===== config.mk =====
export PLATFORM = sky130hd
export DESIGN_NAME = fix_div_seq
export DESIGN_NICKNAME = d
export VERILOG_FILES = /design/src/rtl/fix_div_seq.sv
export SDC_FILE = /design/constraint.sdc
export NUM_CORES = 1
export LEC_CHECK = 0
export CORE_ASPECT_RATIO = 0.6
export CORE_MARGIN = 2
export CORE_UTILIZATION = 37
export CTS_BUF_LIST = sky130_fd_sc_hd__clkbuf_16
export CTS_CLUSTER_SIZE = 8
export DETAILED_ROUTE_END_ITERATION = 10
export PLACE_DENSITY = 0.86
export REMOVE_ABC_BUFFERS = 1
export SLEW_MARGIN = 10
export SYNTH_ARGS = -nofsm -noshare
export SYNTH_HDL_FRONTEND = slang
export SYNTH_SLANG_ARGS = --single-unit

===== constraint.sdc =====
create_clock -name clk -period 1.7 [get_ports clk]
set_input_delay 0.34 -clock clk [delete_from_list [all_inputs] [get_ports clk]]
set_output_delay 0.34 -clock clk [all_outputs]
set_load 0.03 [all_outputs]

===== src/rtl/fix_div_seq.sv =====
// fix_div_seq: sequencer around the free-running fix_div sign-magnitude Qm.Q divider.
//   Takes operand pairs on a valid/ready input stream, runs one division and
//   presents the quotient on a valid/ready output stream. A completion watchdog
//   covers a divider that never finishes. An optional divide-by-zero bypass is
//   enabled by defining FIX_DIV_SEQ_DBZ_EN.
// Latency: out_valid rises N+Q+1 cycles after the accepting edge; with the
//   bypass active it rises 1 cycle after the accepting edge. One result per
//   N+Q+3 cycles when out_ready is held high.
// Backpressure: out_quotient/out_err are held while out_ready=0. in_ready stays
//   low until the result has been taken (one bubble per transaction) and while
//   the divider reports busy.
//
// Ports:
//   clk, rst_n                      clock, asynchronous active-low reset
//   in_valid/in_ready               operand stream handshake
//   in_dividend, in_divisor [N]     sign-magnitude operands
//   div_start                       one-cycle start pulse to fix_div
//   div_dividend, div_divisor [N]   registered operands to fix_div
//   div_quotient [N], div_complete  result and idle/done flag from fix_div
//   out_valid/out_ready             result stream handshake
//   out_quotient [N]                sign-magnitude result
//   out_err [2]                     {timeout, dbz}; 00 = normal result
module fix_div_seq #(
  parameter int N   = 16,
  parameter int Q   = 8,
  parameter int TMO = N + Q + 4
) (
  input  logic         clk,
  input  logic         rst_n,
  input  logic         in_valid,
  output logic         in_ready,
  input  logic [N-1:0] in_dividend,
  input  logic [N-1:0] in_divisor,
  output logic         div_start,
  output logic [N-1:0] div_dividend,
  output logic [N-1:0] div_divisor,
  input  logic [N-1:0] div_quotient,
  input  logic         div_complete,
  output logic         out_valid,
  input  logic         out_ready,
  output logic [N-1:0] out_quotient,
  output logic [1:0]   out_err
);

  localparam int CW = $clog2(TMO + 1);

  typedef enum logic [2:0] {
    S_IDLE    = 3'd0,
    S_START   = 3'd1,
    S_WAIT_LO = 3'd2,
    S_WAIT_HI = 3'd3,
    S_OUT     = 3'd4
  } state_t;

  state_t         r_state;
  state_t         w_next;
  logic [N-1:0]   r_dividend;
  logic [N-1:0]   r_divisor;
  logic [N-1:0]   r_quotient;
  logic [1:0]     r_err;
  logic [CW-1:0]  r_cnt;

  logic           w_accept;
  logic           w_dbz;
  logic           w_waiting;
  logic           w_tmo;

  // The divider has no reset, so after our reset it may still be finishing
  // an old run; only hand it new work once it reports complete.
  assign in_ready  = (r_state == S_IDLE) & div_complete;
  assign w_accept  = in_valid & in_ready;
  assign w_waiting = (r_state == S_WAIT_LO) | (r_state == S_WAIT_HI);
  // Counter holds the number of completed wait cycles; the abort edge is the
  // TMO-th cycle spent waiting.
  assign w_tmo     = w_waiting & (r_cnt == CW'(TMO - 1));

`ifdef FIX_DIV_SEQ_DBZ_EN
  assign w_dbz = (in_divisor[N-2:0] == '0);
`else
  assign w_dbz = 1'b0;
`endif

  assign div_start    = (r_state == S_START);
  assign div_dividend = r_dividend;
  assign div_divisor  = r_divisor;
  assign out_valid    = (r_state == S_OUT);
  assign out_quotient = r_quotient;
  assign out_err      = r_err;

  always_ff @(posedge clk or negedge rst_n) begin
    if (!rst_n) begin
      r_state <= S_IDLE;
    end else begin
      r_state <= w_next;
    end
  end

  always_comb begin
    w_next = r_state;
    case (r_state)
      S_IDLE: begin
        if (w_accept) begin
          w_next = w_dbz ? S_OUT : S_START;
        end
      end
      S_START: begin
        w_next = S_WAIT_LO;
      end
      S_WAIT_LO: begin
        if (w_tmo) begin
          w_next = S_OUT;
        end else if (!div_complete) begin
          w_next = S_WAIT_HI;
        end
      end
      S_WAIT_HI: begin
        // Timeout wins over a completion arriving on the same edge.
        if (w_tmo || div_complete) begin
          w_next = S_OUT;
        end
      end
      S_OUT: begin
        if (out_ready) begin
          w_next = S_IDLE;
        end
      end
      default: begin
        w_next = S_IDLE;
      end
    endcase
  end

  always_ff @(posedge clk or negedge rst_n) begin
    if (!rst_n) begin
      r_dividend <= '0;
      r_divisor  <= '0;
      r_quotient <= '0;
      r_err      <= 2'b00;
      r_cnt      <= '0;
    end else begin
      if (w_accept) begin
        r_dividend <= in_dividend;
        r_divisor  <= in_divisor;
        r_cnt      <= '0;
        if (w_dbz) begin
          // Saturated magnitude carrying the quotient's sign.
          r_quotient <= {in_dividend[N-1] ^ in_divisor[N-1], {(N-1){1'b1}}};
          r_err      <= 2'b01;
        end
      end else if (w_waiting) begin
        if (w_tmo) begin
          r_quotient <= '0;
          r_err      <= 2'b10;
        end else begin
          r_cnt <= r_cnt + 1'b1;
          if ((r_state == S_WAIT_HI) && div_complete) begin
            r_quotient <= div_quotient;
            r_err      <= 2'b00;
          end
        end
      end
    end
  end

endmodule


==> results of run 1 <==
## worst min path at each step
stage,from,end,slack [ns],cells after the start
2_1_floorplan,rst_n,div_dividend[0],0.04,0
3_3_place_gp,rst_n,div_divisor[1],0.29,1
3_5_place_dp,rst_n,div_divisor[1],0.29,1
4_1_cts,rst_n,div_divisor[1],0.48,2
5_1_grt,div_dividend[13],div_dividend[13],0.51,1
6_report,rst_n,div_divisor[1],0.48,2
## final cells by class
class	instances	area, um^2	area share
sequential	57	1430	0.364
timing repair buffer	119	1260	0.322
multi-input combinational	88	838	0.214
clock buffer	9	225	0.0574
tap	84	105	0.0268
clock inverter	7	55.1	0.0140
inverter	2	7.51	0.00191
## sequential cells by signal, indices dropped and copies added, names as in the netlist
name	flops
out_err	1
out_quotient	16
r_state	3
div_divisor	16
r_cnt	5
div_dividend	16
## per-layer routing
layer	share of wire	track usage
met4	0.015	0.0673
met1	0.46	0.228
met5	0	0
met2	0.41	0.240
met3	0.11	0.0906
## power by group
group	internal (mW)	leakage [nW]	switching [mW]	total (mW)
clock	1.10	0.150	0.558	1.66
sequential	2.02	0.697	0.407	2.42
combinational	1.76	1.21	1.97	3.73
## timing repair
action | in CTS | in global routing
setup endpoints to repair | 31 | 46
pin swaps | 1 | 2
gates resized for setup | 15 | 31
setup buffers | 1 | 2
hold endpoints to repair | 16 | 0
hold buffers | 1 | 0
## through the flow
stage               total power [mW]   util  setup slack (ns)
global placement                6.23  0.574            -0.169
detailed placement              6.32  0.574            -0.194
floorplan                       4.60      -            -0.317
global route                    8.22  0.637           -0.0411
CTS                             7.93  0.620          0.000120
finish                          7.82  0.637            0.0269
## cell families after synthesis
| logic type | after synthesis | synth area share |
|---|---|---|
| AO/OA/AOI/OAI | 32 | 0.0954 |
| adder cells (fa/ha/maj) | 1 | 0.00527 |
| buffers and inverters | 10 | 0.0464 |
| flip-flops | 57 | 0.601 |
| multiplexers | 32 | 0.183 |
| other | 1 | 0.00158 |
| AND/OR/NAND/NOR | 22 | 0.0674 |
## critical path, stage by stage, from the launching register on
cell and delay [ns]:
dfrtp_2 0.43, nor4b_4 0.30, buf_4 0.16, buf_6 0.12
## placed cells by master (no fill, tap or decap), types with 2 or more instances in the layout
cell type | Yosys | layout
inv_1 | 2 | 5
clkbuf_16 | 0 | 9
nand2_1 | 6 | 6
dfrtp_1 | 57 | 55
o21ai_0 | 9 | 9
dlygate4sd2_1 | 0 | 14
buf_12 | 3 | 5
mux2_2 | 7 | 7
a21oi_1 | 5 | 5
or3_1 | 3 | 3
clkinv_2 | 0 | 2
mux2_1 | 5 | 5
buf_4 | 3 | 11
mux2_4 | 20 | 20
dfrtp_2 | 0 | 2
dlymetal6s2s_1 | 0 | 29
clkdlybuf4s50_1 | 0 | 57
a22o_1 | 16 | 16
==> impl_results.md, run 1 <==
* Synth Register Bits at 57
* Die Wd at 107 um
* Worst setup path end: in_ready
* Site Rows at 22
* Worst-Skew Late Latency at 0.32 ns
* Crit path DAT at 1.33 ns
* Ys async rst share at 1.00
* Clk sink count at 57
* Fraction of layout cells with a size suffix above 1 at 0.223
* Post-route clock period utilization at 0.984
* Initial Util at 0.385
* Main synth FF type: dfrtp_1
* Global-route wire length before repair at 9170 um
* Max-slew violation count at 0
* Clk_skew at 0.00622 ns
* Vias in the first global route at 1811
* Clock Path Buffers at 2
* Grt ovf at 0
* Mapped Area at 0.00237 mm^2
* Initial antenna violation count at 0
* Placed Area at 0.00354 mm^2
* Hpwl dp at 4290 um
* Pin count of the biggest net entering global routing at 24
* Post-DR wirelength/cell at 16.0 um
* Number of port buffers at 104
* Starting DRT DRC Count at 64
* Reg2reg setup slack at 0.11 ns
* Die area at 0.00710 mm^2
* Pwr/cell area at 1990 mW/mm^2
* Hold Slack at 0.476 ns
* Total GRT Usage at 0.173
* Sequential share of the synthesized area at 0.601
* Final net count at 331
* Final instance area at 0.00393 mm^2
* CTS Root Cell: clkbuf_16
* Core area at 0.00617 mm^2
* Maximum clock rate at 0.598 GHz
* Post-route DRC at 0
* Area delta synth->final at 65.3%
* Pre-antenna DRT Iters at 4
* Endpoints failing setup at 0
* EDFF count, synth at 0
* YS warnings at 0
* Tmin final at 1.67 ns
* Crit end category: primary output
* Lkg Pwr at 2.06 nW
* R2R Path End: div_divisor[9]
* Min-delay worst type: in2async
* Synth area leader: dfrtp_1
* Synth cell types at 31
* Critical path startpoint: r_state[0]
* Number of CTS-inserted buffers at 9
* Ports at 106
* Post-Route WL at 5850 um
* Final Non-Filler Cells at 366
* Syn Area/Cell at 15.3 um^2
* Unrepaired setup endpoints after global routing: yes
* Share of Yosys cell area claimed by the top area cell type at 0.601
* CP required at 1.36 ns
* N_diodes at 0
* Largest cells by area after synthesis: dfrtp_1 (60%), mux2_4 (13%), a22o_1 (5.9%)
* Worst-path clk slew at 0.05 ns
* CP max FO at 5
* Final Hold Viols at 0
* Top-count cell post-synth: dfrtp_1
* Post-route ant nets at 0
* Path depth of the worst reg2reg path at 4
* Height of the die at 66.1 um
* Reg2reg start: r_state[0]
* Placed cells at 346
* Vias at 1736
* TritonCTS clock tree: built
* Maximum VDD drop at 0.000987 V
* Outcome: finished clean
* H-tree levels at 3
* Vias per cell at 4.74
* WS Path Type: reg2out
* # fillers at 491
* Startpoint types: register
* Setup_tns at 0 ns
* Synth Instances at 155
* Synth cell count leaders: dfrtp_1 (57), mux2_4 (20), a22o_1 (16), o21ai_0 (9), mux2_2 (7)
* Maxcap violations at 0
* GPL Wtd Cong at 0.761
Power figures use the tool's default switching activity.
==> inputs of run 2 (changes only) <==
--- a/config.mk
+++ b/config.mk
@@ -6,7 +6,6 @@
 export NUM_CORES = 1
 export LEC_CHECK = 0
 export CORE_ASPECT_RATIO = 0.6
-export CORE_MARGIN = 2
 export CORE_UTILIZATION = 37
 export CTS_BUF_LIST = sky130_fd_sc_hd__clkbuf_16
 export CTS_CLUSTER_SIZE = 8
==> impl_results.md, run 2 (synthesis gave the netlist of run 1 again) <==
* Outcome: finished clean (unchanged)
* Maxcap violations at 0 (unchanged)
* Fraction of layout cells with a size suffix above 1 at 0.242 (was 0.223)
* Site Rows at 22 (unchanged)
* Number of CTS-inserted buffers at 9 (unchanged)
* Slew @ Worst Pin at 0.522 ns
* GPL Wtd Cong at 0.736 (was 0.761)
* Pin count of the biggest net entering global routing at 22 (was 24)
* Post-route DRC at 0 (unchanged)
* Ports at 106 (unchanged)
* Tmin final at 1.67 ns (about the same)
* Placement Setup Slack at -0.232 ns (was -0.194 ns)
* Die area at 0.00675 mm^2 (was 0.00710 mm^2)
* Crit path DAT at 1.33 ns (about the same)
* Total GRT Usage at 0.181 (was 0.173)
* Startpoint types: register (unchanged)
* Pwr/cell area at 2030 mW/mm^2 (was 1990 mW/mm^2)
* Height of the die at 64.1 um (was 66.1 um)
* Initial Util at 0.385 (unchanged)
* Hpwl dp at 3940 um (was 4290 um)
* Worst-path clk slew at 0.05 ns (about the same)
* Met3 WL post-DR at 569 um (was 654 um)
* Reg2reg setup slack at 0.09 ns (was 0.11 ns)
* Area delta synth->final at 67.3% (was 65.3%)
* Clk_skew at 0.00357 ns (was 0.00622 ns)
* Vias in the first global route at 1816 (was 1811)
* Endpoints failing setup at 0 (unchanged)
* Setup ws final at 0.0285 ns (was 0.0269 ns)
* Maximum VDD drop at 0.00112 V (was 0.000987 V)
* TritonCTS clock tree: built (unchanged)
* Post-Route WL at 5800 um (was 5850 um)
* Commonest non-fill, non-tap cells in the layout: clkdlybuf4s50_1 (59), dfrtp_1 (55), dlymetal6s2s_1 (28) (was clkdlybuf4s50_1 (57), dfrtp_1 (55), dlymetal6s2s_1 (29))
* R2R Path End: div_dividend[14] (was div_divisor[9])
* Vias at 1776 (was 1736)
* DRT met1 WL at 2750 um (was 2680 um)
* Core area at 0.00617 mm^2 (unchanged)
* Clk sink count at 57 (unchanged)
* Die Wd at 105 um (was 107 um)
* Maximum clock rate at 0.598 GHz (about the same)
* Top sig layer: met4 (unchanged)
* CTS Hold Buffers Added at 0 (was 1)
* Pre-antenna DRT Iters at 4 (unchanged)
* Post-route clock period utilization at 0.983 (was 0.984)
* Placed cells at 348 (was 346)
* Final net count at 334 (was 331)
* Crit end category: primary output (unchanged)
* H-tree levels at 3 (unchanged)
* CP max FO at 3 (was 5)
* Max-slew violation count at 0 (unchanged)
* CTS Root Cell: clkbuf_16 (unchanged)
* Starting DRT DRC Count at 73 (was 64)
* Post-route ant nets at 0 (unchanged)
* Worst-Skew Late Latency at 0.31 ns (was 0.32 ns)
* CP required at 1.36 ns (about the same)
* Grt ovf at 0 (unchanged)
* WS Path Type: reg2out (unchanged)
* Reg2reg start: r_state[0] (unchanged)
* Vias per cell at 4.81 (was 4.74)
* Number of port buffers at 104 (unchanged)
* Min-delay worst type: in2async (unchanged)
* Initial antenna violation count at 0 (unchanged)
* Post-Route Utilization at 0.644 (was 0.637)
* N_diodes at 0 (unchanged)
* Most common cell after layout, fill and taps aside: clkdlybuf4s50_1 (unchanged)
* Post-DR wirelength/cell at 15.7 um (was 16.0 um)
* Final Hold Viols at 0 (unchanged)
* Path depth of the worst reg2reg path at 4 (unchanged)
* Final Non-Filler Cells at 369 (was 366)
* Unrepaired setup endpoints after global routing: yes (unchanged)
* Lkg Pwr at 2.06 nW (about the same)
* Worst slew margin at 0.652
* Global-route wire length before repair at 9120 um (was 9170 um)
* Clock Path Buffers at 2 (unchanged)
* Met2 wire length at 2450 um (was 2420 um)
[run 2: cell type report]
| class | instances | area [um^2] |
|---|---|---|
| clock buffers | 9 | 225 |
| clock inverters | 7 | 85.1 |
| fillers | 487 | 2190 |
| inverters | 2 | 7.51 |
| multi-input cells | 88 | 838 |
| flip-flops and latches | 57 | 1430 |
| well taps | 84 | 105 |
| repair buffers | 122 | 1280 |
[run 2: per-stage QoR]
stage                     hold slack [ns]  TNS (ns)  instance area (um^2)  power, mW
after global routing               0.0437   -0.0218                  3970       8.45
final                             0.00368         0                  3970       8.07
after CTS                         0.00556         0                  3900       8.18
after floorplan                    0.0444     -9.23                  2270       4.60
after detailed placement            0.347     -9.67                  3550       6.31
after global placement              0.341     -7.75                  3550       6.24
[run 2: timing repair]
action,in CTS,in global routing
setup endpoints to repair,30,29
cloned,0,0
pin swaps,1,1
buffers inserted,4,1
gates resized for setup,16,28
[run 2: worst max-delay path by stage]
stage	slack, ns	start	endpoint
3_3_place_gp	-0.18	div_complete	div_divisor[5]
4_1_cts	0.003	div_dividend[11]	div_dividend[11]
2_1_floorplan	-0.32	r_state[2]	div_divisor[0]
6_report	0.03	r_state[0]	in_ready
3_5_place_dp	-0.23	div_complete	out_quotient[12]
5_1_grt	-0.02	r_state[0]	in_ready
[run 2: metal layers]
layer	track usage	vias up
met5	0	-
met1	0.239	861
met2	0.271	95
met3	0.0714	2
li1	-	818
met4	0.0634	0
[run 2: report_power, final]
group / total [mW] / leakage, nW / internal, mW / switching (mW)
Combinational: 3.82 / 1.21 / 1.81 / 2.00
Sequential: 2.40 / 0.697 / 2.01 / 0.383
Clock: 1.86 / 0.150 / 1.26 / 0.594
Total: 8.07 / 2.06 / 5.09 / 2.98
[run 2: critical path: stages, from the launching register on]
cell and delay (ns):
dfrtp_2 0.43, nor4b_4 0.30, buf_4 0.16, buf_6 0.12
==> inputs of run 3 (changes only) <==
--- a/config.mk
+++ b/config.mk
@@ -5,9 +5,11 @@
 export SDC_FILE = /design/constraint.sdc
 export NUM_CORES = 1
 export LEC_CHECK = 0
+export CAP_MARGIN = 0
 export CORE_ASPECT_RATIO = 0.6
 export CORE_UTILIZATION = 37
 export CTS_BUF_LIST = sky130_fd_sc_hd__clkbuf_16
+export CTS_CLUSTER_DIAMETER = 100
 export CTS_CLUSTER_SIZE = 8
 export DETAILED_ROUTE_END_ITERATION = 10
 export PLACE_DENSITY = 0.86
==> results of run 3 <==
No change in the layout: final DEF, timing and power equal those of run 2.
